--- src/rtl/divu_sequencer_if.sv ---
// Issue-side bundle between a pipeline stage and divu_sequencer: request operands,
// status and the captured HI/LO result.
interface divu_sequencer_if;
  logic        start;
  logic [31:0] op_a;
  logic [31:0] op_b;
  logic        busy;
  logic        done;
  logic [31:0] hi;
  logic [31:0] lo;
  logic        div_zero;

  modport master (output start, op_a, op_b,
                  input  busy, done, hi, lo, div_zero);
  modport slave  (input  start, op_a, op_b,
                  output busy, done, hi, lo, div_zero);
endinterface

--- src/rtl/divu_sequencer.sv ---
// Sequences the iterative unsigned divider (load/iterate/output) and captures its
// result into HI/LO. Optional divide-by-zero shortcut: DIVU_ZERO_FASTPATH_EN.
//
// state  | meaning
// IDLE   | waiting for start; operands registered on accept
// LOAD   | divider held in reset for one cycle
// ITER   | SIG_DIVU for ITERATIONS cycles
// OUT    | SIG_OUT; divider latches its result
// CAPT   | result visible on div_dataOut, captured into hi/lo
// ZERO   | (fast path only) divisor zero, result synthesised without the divider
module divu_sequencer #(
  parameter int          ITERATIONS = 33,
  parameter logic [5:0]  SIG_DIVU   = 6'b011011,
  parameter logic [5:0]  SIG_OUT    = 6'b111111,
  parameter logic [5:0]  SIG_IDLE   = 6'b000000
) (
  input  logic               clk,
  input  logic               reset,
  divu_sequencer_if.slave    req,
  output logic [31:0]        div_dataA,
  output logic [31:0]        div_dataB,
  output logic [5:0]         div_signal,
  output logic               div_reset,
  input  logic [63:0]        div_dataOut
);

  localparam int              CW       = $clog2(ITERATIONS + 1);
  localparam logic [CW-1:0]   CNT_LAST = CW'(ITERATIONS - 1);

  typedef enum logic [2:0] {
    S_IDLE,
    S_LOAD,
    S_ITER,
    S_OUT,
    S_CAPT
`ifdef DIVU_ZERO_FASTPATH_EN
    , S_ZERO
`endif
  } state_t;

  state_t        state, state_nxt;
  logic [CW-1:0] cnt;
  logic          done_q;
  logic [31:0]   hi_q, lo_q;
  logic          accept;

  assign accept = (state == S_IDLE) && req.start;

  always_ff @(posedge clk) begin
    if (reset) state <= S_IDLE;
    else       state <= state_nxt;
  end

  always_comb begin
    state_nxt  = state;
    div_signal = SIG_IDLE;
    case (state)
      S_IDLE: begin
        if (req.start) begin
`ifdef DIVU_ZERO_FASTPATH_EN
          state_nxt = (req.op_b == 32'd0) ? S_ZERO : S_LOAD;
`else
          state_nxt = S_LOAD;
`endif
        end
      end
      S_LOAD: state_nxt = S_ITER;
      S_ITER: begin
        div_signal = SIG_DIVU;
        if (cnt == CNT_LAST) state_nxt = S_OUT;
      end
      S_OUT: begin
        div_signal = SIG_OUT;
        state_nxt  = S_CAPT;
      end
      S_CAPT: state_nxt = S_IDLE;
`ifdef DIVU_ZERO_FASTPATH_EN
      S_ZERO: state_nxt = S_IDLE;
`endif
      default: state_nxt = S_IDLE;
    endcase
  end

  // Counter sits at zero outside ITER, so each ITER phase starts from zero.
  always_ff @(posedge clk) begin
    if (reset)                 cnt <= '0;
    else if (state == S_ITER)  cnt <= cnt + 1'b1;
    else                       cnt <= '0;
  end

  always_ff @(posedge clk) begin
    if (reset) begin
      div_dataA <= '0;
      div_dataB <= '0;
      hi_q      <= '0;
      lo_q      <= '0;
      done_q    <= 1'b0;
    end else begin
      done_q <= 1'b0;
      if (accept) begin
        div_dataA <= req.op_a;
        div_dataB <= req.op_b;
      end
      if (state == S_CAPT) begin
        lo_q   <= div_dataOut[63:32];
        hi_q   <= div_dataOut[31:0];
        done_q <= 1'b1;
      end
`ifdef DIVU_ZERO_FASTPATH_EN
      if (state == S_ZERO) begin
        lo_q   <= 32'hFFFF_FFFF;
        hi_q   <= div_dataA;
        done_q <= 1'b1;
      end
`endif
    end
  end

`ifdef DIVU_ZERO_FASTPATH_EN
  logic zero_q;

  always_ff @(posedge clk) begin
    if (reset)                 zero_q <= 1'b0;
    else if (accept)           zero_q <= 1'b0;
    else if (state == S_ZERO)  zero_q <= 1'b1;
  end

  assign req.div_zero = zero_q;
`else
  assign req.div_zero = 1'b0;
`endif

  assign div_reset = reset | (state == S_LOAD);
  assign req.busy  = (state != S_IDLE);
  assign req.done  = done_q;
  assign req.hi    = hi_q;
  assign req.lo    = lo_q;

endmodule

--- src/flat_wrapper.sv ---
// flat-port wrapper written by rule: the top's interface ports become plain ports
module divu_sequencer_flat 
#(
  parameter int          ITERATIONS = 33,
  parameter logic [5:0]  SIG_DIVU   = 6'b011011,
  parameter logic [5:0]  SIG_OUT    = 6'b111111,
  parameter logic [5:0]  SIG_IDLE   = 6'b000000
)
  (clk, reset, div_dataA, div_dataB, div_signal, div_reset, div_dataOut, req_start, req_op_a, req_op_b, req_busy, req_done, req_hi, req_lo, req_div_zero);
  divu_sequencer_if req_i ();
  input  logic clk;
  input  logic reset;
  output logic [31:0] div_dataA;
  output logic [31:0] div_dataB;
  output logic [5:0] div_signal;
  output logic div_reset;
  input  logic [63:0] div_dataOut;
  input wire logic [$bits(req_i.start)-1:0] req_start;
  input wire logic [$bits(req_i.op_a)-1:0] req_op_a;
  input wire logic [$bits(req_i.op_b)-1:0] req_op_b;
  output wire logic [$bits(req_i.busy)-1:0] req_busy;
  output wire logic [$bits(req_i.done)-1:0] req_done;
  output wire logic [$bits(req_i.hi)-1:0] req_hi;
  output wire logic [$bits(req_i.lo)-1:0] req_lo;
  output wire logic [$bits(req_i.div_zero)-1:0] req_div_zero;
  assign req_i.start = req_start;
  assign req_i.op_a = req_op_a;
  assign req_i.op_b = req_op_b;
  assign req_busy = req_i.busy;
  assign req_done = req_i.done;
  assign req_hi = req_i.hi;
  assign req_lo = req_i.lo;
  assign req_div_zero = req_i.div_zero;
  divu_sequencer #(.ITERATIONS(ITERATIONS), .SIG_DIVU(SIG_DIVU), .SIG_OUT(SIG_OUT), .SIG_IDLE(SIG_IDLE)) u_core (.clk(clk), .reset(reset), .req(req_i), .div_dataA(div_dataA), .div_dataB(div_dataB), .div_signal(div_signal), .div_reset(div_reset), .div_dataOut(div_dataOut));
endmodule
--- config.mk ---
export PLATFORM = sky130hd
export DESIGN_NAME = divu_sequencer_flat
export DESIGN_NICKNAME = d
export VERILOG_FILES = /design/src/rtl/divu_sequencer_if.sv /design/src/rtl/divu_sequencer.sv /design/src/flat_wrapper.sv
export SDC_FILE = /design/constraint.sdc
export NUM_CORES = 1
export LEC_CHECK = 0
export CAP_MARGIN = 20
export CORE_MARGIN = 3
export CORE_UTILIZATION = 39
export DETAILED_ROUTE_END_ITERATION = 12
export PLACE_DENSITY = 0.9
export RECOVER_POWER = 25
export SETUP_SLACK_MARGIN = 0.4
export SKIP_CTS_REPAIR_TIMING = 1
export SLEW_MARGIN = 0
export SYNTH_ARGS = -nofsm -noshare
export SYNTH_HDL_FRONTEND = slang
export SYNTH_SLANG_ARGS = --single-unit
--- constraint.sdc ---
create_clock -name clk -period 1.89 [get_ports clk]
set_clock_uncertainty 0.1 [all_clocks]
set_input_delay 0.378 -clock clk [delete_from_list [all_inputs] [get_ports clk]]
set_output_delay 0.378 -clock clk [all_outputs]
set_load 0.02 [all_outputs]
==> results of run 1 <==
==> stage by stage <==
step / util [%] / hold WS, ns / area (µm²)
6_report: 71.0 / 0.296 / 8640
5_1_grt: 71.0 / 0.318 / 8640
4_1_cts: 68.3 / 0.264 / 8310
3_5_place_dp: 63.4 / 0.343 / 7710
3_3_place_gp: 63.4 / 0.337 / 7710
2_1_floorplan: - / 0.330 / 4940
==> state kept, by name, summed over array words and instances, names as in the netlist <==
signal            count
u_core.req.done       1
u_core.req.lo        32
u_core.state          3
u_core.req.hi        32
u_core.div_dataA     32
u_core.cnt            6
u_core.div_dataB     32
==> worst reg2reg max path, delay by kind of cell, from the launching register on <==
kind | cells | cell delay, ns
compound gates | 1 | 0.07
simple gates | 2 | 0.75
flops | 1 | 0.31
buf+inv | 3 | 0.48
==> cells in the mapped netlist, drive strengths merged, types with 6 or more instances <==
cell    number  area share, %
clkbuf      17            1.3
nor2         6           0.46
buf         36            5.0
dfxtp      138             56
inv          6           0.46
nand2      257             20
a21oi      129             13
==> layer usage <==
metal,global-route usage (%),vias to the layer above,wire length [µm]
met5,0,-,0
met4,8.72,0,469
met3,10.6,36,1880
met2,38.0,275,9710
met1,22.8,2503,6710
li1,-,2500,-
==> power by group <==
group	switching, mW	internal [mW]	leakage, nW
Sequential	0.105	3.03	1.12
Clock	1.21	2.18	0.295
Combinational	0.678	0.645	2.28
Total	2.00	5.85	3.70
==> cell type report <==
class                      instances  area (µm²)
clock inverter                     7         114
multi-input combinational        417        2410
sequential                       138        2770
timing repair buffer             299        2630
fill                             877        3520
tap                              168         210
inverter                           6        22.5
clock buffer                      25         485
==> final timing paths <==
check                                       start                   to
worst max-delay path              u_core.state[1]  u_core.div_dataA[1]
worst min-delay path                        reset        u_core.cnt[5]
worst max register to register    u_core.state[1]  u_core.div_dataA[1]
worst min register to register  u_core.req.hi[31]    u_core.req.hi[31]
==> layout by cell type (no fill, tap or decap), types with 12 or more instances in the layout <==
cell / count
a21oi_1: 86
nand2_4: 42
clkbuf_2: 41
clkbuf_1: 71
clkdlybuf4s50_1: 129
buf_6: 12
dlymetal6s2s_1: 22
nand2_1: 183
a21oi_2: 43
clkbuf_16: 24
nand2_2: 32
dfxtp_1: 137
==> cell families after synthesis <==
kind of cell / after synthesis / synth area share, %
and+or+nand+nor: 278 / 22.2
DFF: 138 / 56.2
AOI/OAI and AO/OA: 132 / 13.6
buffers and inverters: 59 / 6.74
xor gates and xnor gates: 4 / 0.712
adders and majority gates: 2 / 0.509
other: 1 / 0.0762
==> reports/qor.txt, run 1 <==
CTS buffer count: 17
Fin crit share: 98.8%
Max cap viols: 0
Ys Warns: 0
Gr ovfl total: 0
Synth Instances: 614
Peak VDD IR: 0.000788 V
Critical-path cell list: buf_6 > buf_6 > or4b_4 > clkbuf_16 > nand2_1 > a21oi_2
Highest Clock Rate: 0.536 GHz
Cell Rows: 40
Synth Register Bits: 138
Final number of setup-violating endpoints: 0
Async SR Flop Fraction: 0%
Setup repair after global routing missed its margin: true
Netlist cell types: 28
Final Max Slew Viols: 0
Total GRT Usage: 22.0%
CP max FO: 8
Placed insts: 1013
Post-DR vias/cell: 5.01
Clock sinks: 138
Initial antenna violation count: 0
Number of global-route vias before repair: 4986
Setup TNS: 0 ns
Headroom to the max-slew limit: 49.7%
Remaining DRCs: 0
Starting DRT DRC Count: 390
CP Depth: 6
WHS Path Cells: 3
Synthesized area: 4920 µm²
N_diodes: 0
Worst-Margin Slew: 0.754 ns
Number of synthesized flops with an enable pin: 0
Share of cells above drive strength 1: 26.5%
Detailed Route WL: 18800 µm
CP Data Required Time: 2.06 ns
Most used cell along the critical path: buf_6
Largest net degree at the start of global routing: 133
CP top delay family: simple AND/OR/NAND/NOR gates
Max Root-Sink Buffers: 2
Wire length per cell: 17.7 µm
Worst path buffer plus inverter count: 3
Cell Count, Final, Fillers Out: 1060
Outcome: finished clean
Arr. time, crit path: 2.03 ns
First-pass GRT wire length: 24700 µm
Crit path kind: reg -> reg
Mapped Avg Cell Area: 8.01 µm²
# IOs: 269
Worst-path clk slew: 0.06 ns
Die H: 118 µm
Die W: 118 µm
Seq/Total Area, Yosys: 56.2%
Initial Util: 40.4%
Layout area overhead: 75.7%
Critical Path Max Stage Delay: 0.63 ns
Place WS: -0.265 ns
Clk_lat worst skew: 0.41 ns
HP Class: in -> reg
R2R setup slack: 0.02 ns
Core Region: 12200 µm²
Most used DFF post-synth: dfxtp_1
Highest-delay cell along the critical path: or4b_4
Placed wire-length estimate: 10600 µm
Pwr/cell area: 908 nW/µm²
Die ar.: 14000 µm²
CTS tree: yes
DRT antenna net count: 0
Fin crit period: 1.87 ns
Endpoints failing hold: 0
Leakage: 3.70 nW
Drt first pass iters: 5
Total power: 7.85 mW
GP Congestion: 0.775
# port buffers: 267
PnR worst setup slack: 0.0233 ns
H-tree depth: 4
Worst reg-to-reg path cell count: 6
Worst setup SP type: flop
Worst setup EP type: flop
Root buffer cell: clkbuf_16
Vias: 5314
Synthesized Nets: 747
Nets: 1012
Note: power is estimated with default switching activity, not from simulation.
==> inputs of run 2 (changes only) <==
- CORE_MARGIN: 3 -> 4
==> run 2 against run 1 <==
Compared with the run above:
- the run now ends with negative setup slack left
- via count rose by 1.3%
- combinational power rose by 16%
- worst setup slack got worse by 0.041 ns
- sequential share of layout area fell by 0.87 points
- register-to-register slack got worse by 0.04 ns
- non-clock buffer count rose by 1
- critical endpoint is now u_core.div_dataA[26]
- highest routed layer unchanged
==> reports/qor.txt, run 2 (synthesized netlist as in run 1, its figures left out) <==
Outcome: complete, but fails checks
Violated checks: negative setup slack
Nets: 1013
Fin crit share: 101%
CTS buffer count: 17
Core Region: 12200 µm²
Worst setup EP type: flop
Hold WS: 0.349 ns
Total GRT Usage: 20.9%
Fillers: 776
Share of cells above drive strength 1: 29.5%
Starting DRT DRC Count: 397
Layout area overhead: 81.0%
Arr. time, crit path: 2.12 ns
Fin crit period: 1.91 ns
Clk_lat worst skew: 0.41 ns
Logic pwr share: 19.9%
Max Root-Sink Buffers: 2
HP Class: reg -> reg
Met3 GRT Util: 11.5%
Switching Power: 2.09 mW
Clock sinks: 138
Gr ovfl total: 0
Clock Power Share: 39.3%
FF+latch area: 2770 µm²
N_diodes: 0
Drt first pass iters: 5
PnR worst setup slack: -0.0180 ns
Root buffer cell: clkbuf_16
Final number of setup-violating endpoints: 1
Post-DR vias/cell: 5.09
Worst-Margin Slew: 1.30 ns
Highest Clock Rate: 0.524 GHz
Worst-path clk slew: 0.06 ns
Endpoints failing hold: 0
Cell Rows: 40
CP Data Required Time: 2.10 ns
Commonest non-fill, non-tap cell in the layout: nand2_1
First-pass GRT wire length: 23900 µm
GR peak layer: met2
# port buffers: 267
Wire length per cell: 19.5 µm
Commonest non-fill, non-tap cells in the layout: nand2_1 (167), dfxtp_1 (135), clkdlybuf4s50_1 (129), clkbuf_1 (71), a21oi_1 (68)
GP Congestion: 0.790
H-tree depth: 4
Die ar.: 14500 µm²
Sw Ratio: 27.2%
Leakage: 3.96 nW
Die H: 120 µm
Pwr/cell area: 863 nW/µm²
Headroom to the max-slew limit: 13.7%
DRT antenna net count: 0
Largest net degree at the start of global routing: 133
# IOs: 269
Flop pwr share: 40.7%
Initial Util: 40.4%
Crit path kind: reg -> reg
CTS tree: yes
Initial antenna violation count: 0
Die W: 120 µm
Peak VDD IR: 0.000659 V
Remaining DRCs: 0
Final Max Slew Viols: 0
CP max FO: 7
Max cap viols: 0
Total power: 7.68 mW
Int Pwr: 5.59 mW
Met2 GRT Util: 35.7%
Vias: 5385
Worst setup SP type: flop
Setup repair after global routing missed its margin: true
Number of global-route vias before repair: 4891
Met1 GRT Util: 21.5%
Setup TNS: -0.0180 ns
Placed wire-length estimate: 10600 µm
Multi-input gate area: 2660 µm²
Detailed Route WL: 20600 µm
[run 2: changes by cell type in the layout (fill, tap and decap cells not counted), sizes merged]
cell / before / now
dlymetal6s2s: 22 / 29
bufinv: 3 / 1
buf: 34 / 32
clkbuf: 139 / 134
clkinv: 4 / 3
[run 2: critical path, stage by stage, from the launching register on]
cell	delay, ns
dfxtp_4	0.37
buf_6	0.12
buf_6	0.11
nor4b_4	0.30
buf_4	0.17
buf_8	0.13
clkbuf_16	0.18
nand2_1	0.08
a21oi_1	0.25
[run 2: final cells by class]
cell class,count,area share [%]
flip-flops and latches,138,31.2
clock buffers,24,5.30
inverters,6,0.281
multi-input cells,417,29.9
well taps,168,2.36
repair buffers,300,30.5
clock inverters,4,0.506
[run 2: power by group through the flow]
stage                     clock (mW)  sequential (mW)  combinational, mW
after floorplan                    0             3.29              0.364
final                           3.02             3.13               1.53
after global placement             0             3.15               1.07
after global routing            3.19             3.14               1.60
after CTS                       3.02             3.10               1.09
after detailed placement           0             3.16               1.08
[run 2: metrics by stage]
stage	utilization [%]	instances	cell area (µm²)	setup WS, ns
2_1_floorplan	-	614	4940	0.338
3_3_place_gp	63.2	1010	7690	-0.241
3_5_place_dp	63.2	1010	7690	-0.271
4_1_cts	67.5	1038	8210	-0.442
5_1_grt	73.2	1057	8900	-0.110
6_report	73.2	1057	8900	-0.0180
[run 2: per-layer routing]
metal | vias up | wire length (µm)
li1 | 2493 | -
met1 | 2513 | 7250
met2 | 312 | 10300
met3 | 67 | 2260
met4 | 0 | 816
met5 | - | 0
[run 2: path summary, 6_finish.rpt]
check | slack (ns) | start | endpoint | depth (start not counted)
max reg2reg | -0.02 | u_core.state[1] | u_core.div_dataA[26] | 8
max | -0.02 | u_core.state[1] | u_core.div_dataA[26] | 8
min reg2reg | 0.35 | u_core.req.lo[8] | u_core.req.lo[8] | 2
min | 0.35 | u_core.req.lo[8] | u_core.req.lo[8] | 2
==> inputs of run 3 (changes only) <==
- CORE_MARGIN: 4 -> default
==> run 3 against run 2 <==
Compared with the run above:
- the run now ends clean
- total power decreased by 3.6%
- sequential share of layout area rose by 1.5 points
- die area is 9.7% lower
- worst hold slack worse by 0.044 ns
- register-to-register slack gained 0.06 ns
- combinational power fell by 16%
- via count shrank 1.5%
- largest cell class is now buffers
- largest power group unchanged
==> reports/qor.txt, run 3 (synthesized netlist as in run 1, its figures left out) <==
Outcome: finished clean
R2R setup slack: 0.04 ns
Starting DRT DRC Count: 454
Fillers: 865
Worst-case hold path end point: u_core.cnt[0]
Met1 GRT Util: 22.6%
Worst-Margin Slew: 0.725 ns
Initial antenna violation count: 0
PnR worst setup slack: 0.0425 ns
Highest Clock Rate: 0.541 GHz
Fin crit share: 97.8%
Final Max Slew Viols: 0
Cell Count, Final, Fillers Out: 1058
N_diodes: 0
Arr. time, crit path: 2.01 ns
Hold WS: 0.305 ns
Share of cells above drive strength 1: 18.3%
Clk_lat worst skew: 0.41 ns
Initial Util: 40.4%
Cell area after layout: 8500 µm²
CP Data Required Time: 2.05 ns
Worst reg-to-reg path cell count: 5
Number of global-route vias before repair: 4831
Die ar.: 13100 µm²
Met3 GRT Util: 9.79%
Largest net degree at the start of global routing: 133
Final number of setup-violating endpoints: 0
HP Class: in -> reg
Fin util: 69.9%
Setup repair after global routing missed its margin: true
Nets: 1011
Cell Rows: 40
CP max FO: 8
Headroom to the max-slew limit: 51.7%
Detailed Route WL: 17700 µm
Layout area overhead: 72.8%
CTS tree: yes
Hold path startpoint: reset
Clock sinks: 138
Worst-path clk slew: 0.06 ns
CTS buffer count: 17
Root buffer cell: clkbuf_16
Fin crit period: 1.85 ns
Vias: 5303
Total GRT Usage: 22.2%
Critical-path cell list: buf_6 > or4b_4 > clkbuf_16 > nand2_1 > a21oi_2
Met2 GRT Util: 39.6%
Die W: 114 µm
RR Endpoint: u_core.div_dataB[14]
Wire length per cell: 16.7 µm
Commonest non-fill, non-tap cell in the layout: nand2_1
# IOs: 269
GR peak layer: met2
Die H: 114 µm
GP Congestion: 0.716
Commonest non-fill, non-tap cells in the layout: nand2_1 (224), dfxtp_1 (134), clkdlybuf4s50_1 (129), a21oi_1 (97), clkbuf_1 (68)
Max Root-Sink Buffers: 2
Place WS: -0.263 ns
Endpoints failing hold: 0
DRT antenna net count: 0
Placed wire-length estimate: 9890 µm
Drt first pass iters: 4
H-tree depth: 4
WHS Path Cells: 3
Core Region: 12200 µm²
Worst setup SP type: flop
Remaining DRCs: 0
Pwr/cell area: 871 nW/µm²
First-pass GRT wire length: 22500 µm
Critical Path Max Stage Delay: 0.68 ns
Leakage: 3.92 nW
Post-DR vias/cell: 5.01
Setup TNS: 0 ns
Worst R2R Start: u_core.state[0]
Max cap viols: 0
# port buffers: 267
Highest-delay cell along the critical path: or4b_4
Crit path kind: reg -> reg
Peak VDD IR: 0.000633 V
Placed standard-cell area: 7690 µm²
Placed insts: 1012
Worst setup EP type: flop
Total power: 7.41 mW
Gr ovfl total: 0
run 3: worst max-delay path by stage:
| stage | from | end | slack [ns] | cells past startpoint |
|---|---|---|---|---|
| 2_1_floorplan | u_core.state[1] | u_core.div_dataA[10] | 0.34 | 6 |
| 3_3_place_gp | req_start | u_core.div_dataA[1] | -0.24 | 5 |
| 3_5_place_dp | req_start | u_core.div_dataA[25] | -0.26 | 5 |
| 4_1_cts | u_core.state[1] | div_reset | -0.39 | 4 |
| 5_1_grt | u_core.state[0] | u_core.div_dataB[2] | 0.02 | 5 |
| 6_report | u_core.state[0] | u_core.div_dataB[14] | 0.04 | 5 |
run 3: area by class of cell:
type | instances | area, µm² | share of cell area (%)
multi-input cells | 417 | 2170 | 25.6
repair buffers | 298 | 2790 | 32.8
inverters | 6 | 22.5 | 0.265
clock inverters | 7 | 42.5 | 0.501
flip-flops and latches | 138 | 2770 | 32.6
clock buffers | 24 | 492 | 5.79
well taps | 168 | 210 | 2.47
run 3: where the power goes:
group / switching (mW) / internal (mW)
combinational: 0.650 / 0.643
sequential: 0.0886 / 3.03
clock: 1.20 / 1.80
run 3: critical path: cells and delay by family (launching register included):
kind | cells | cell delay [ns]
compound gates | 1 | 0.07
buf+inv | 2 | 0.38
flops | 1 | 0.36
simple gates | 2 | 0.79
run 3: metal layers:
metal  wire length (µm)  share of wire [%]
met2               9030                 51
met4                521                2.9
met1               6440                 36
met5                  0                  0
met3               1710                9.7
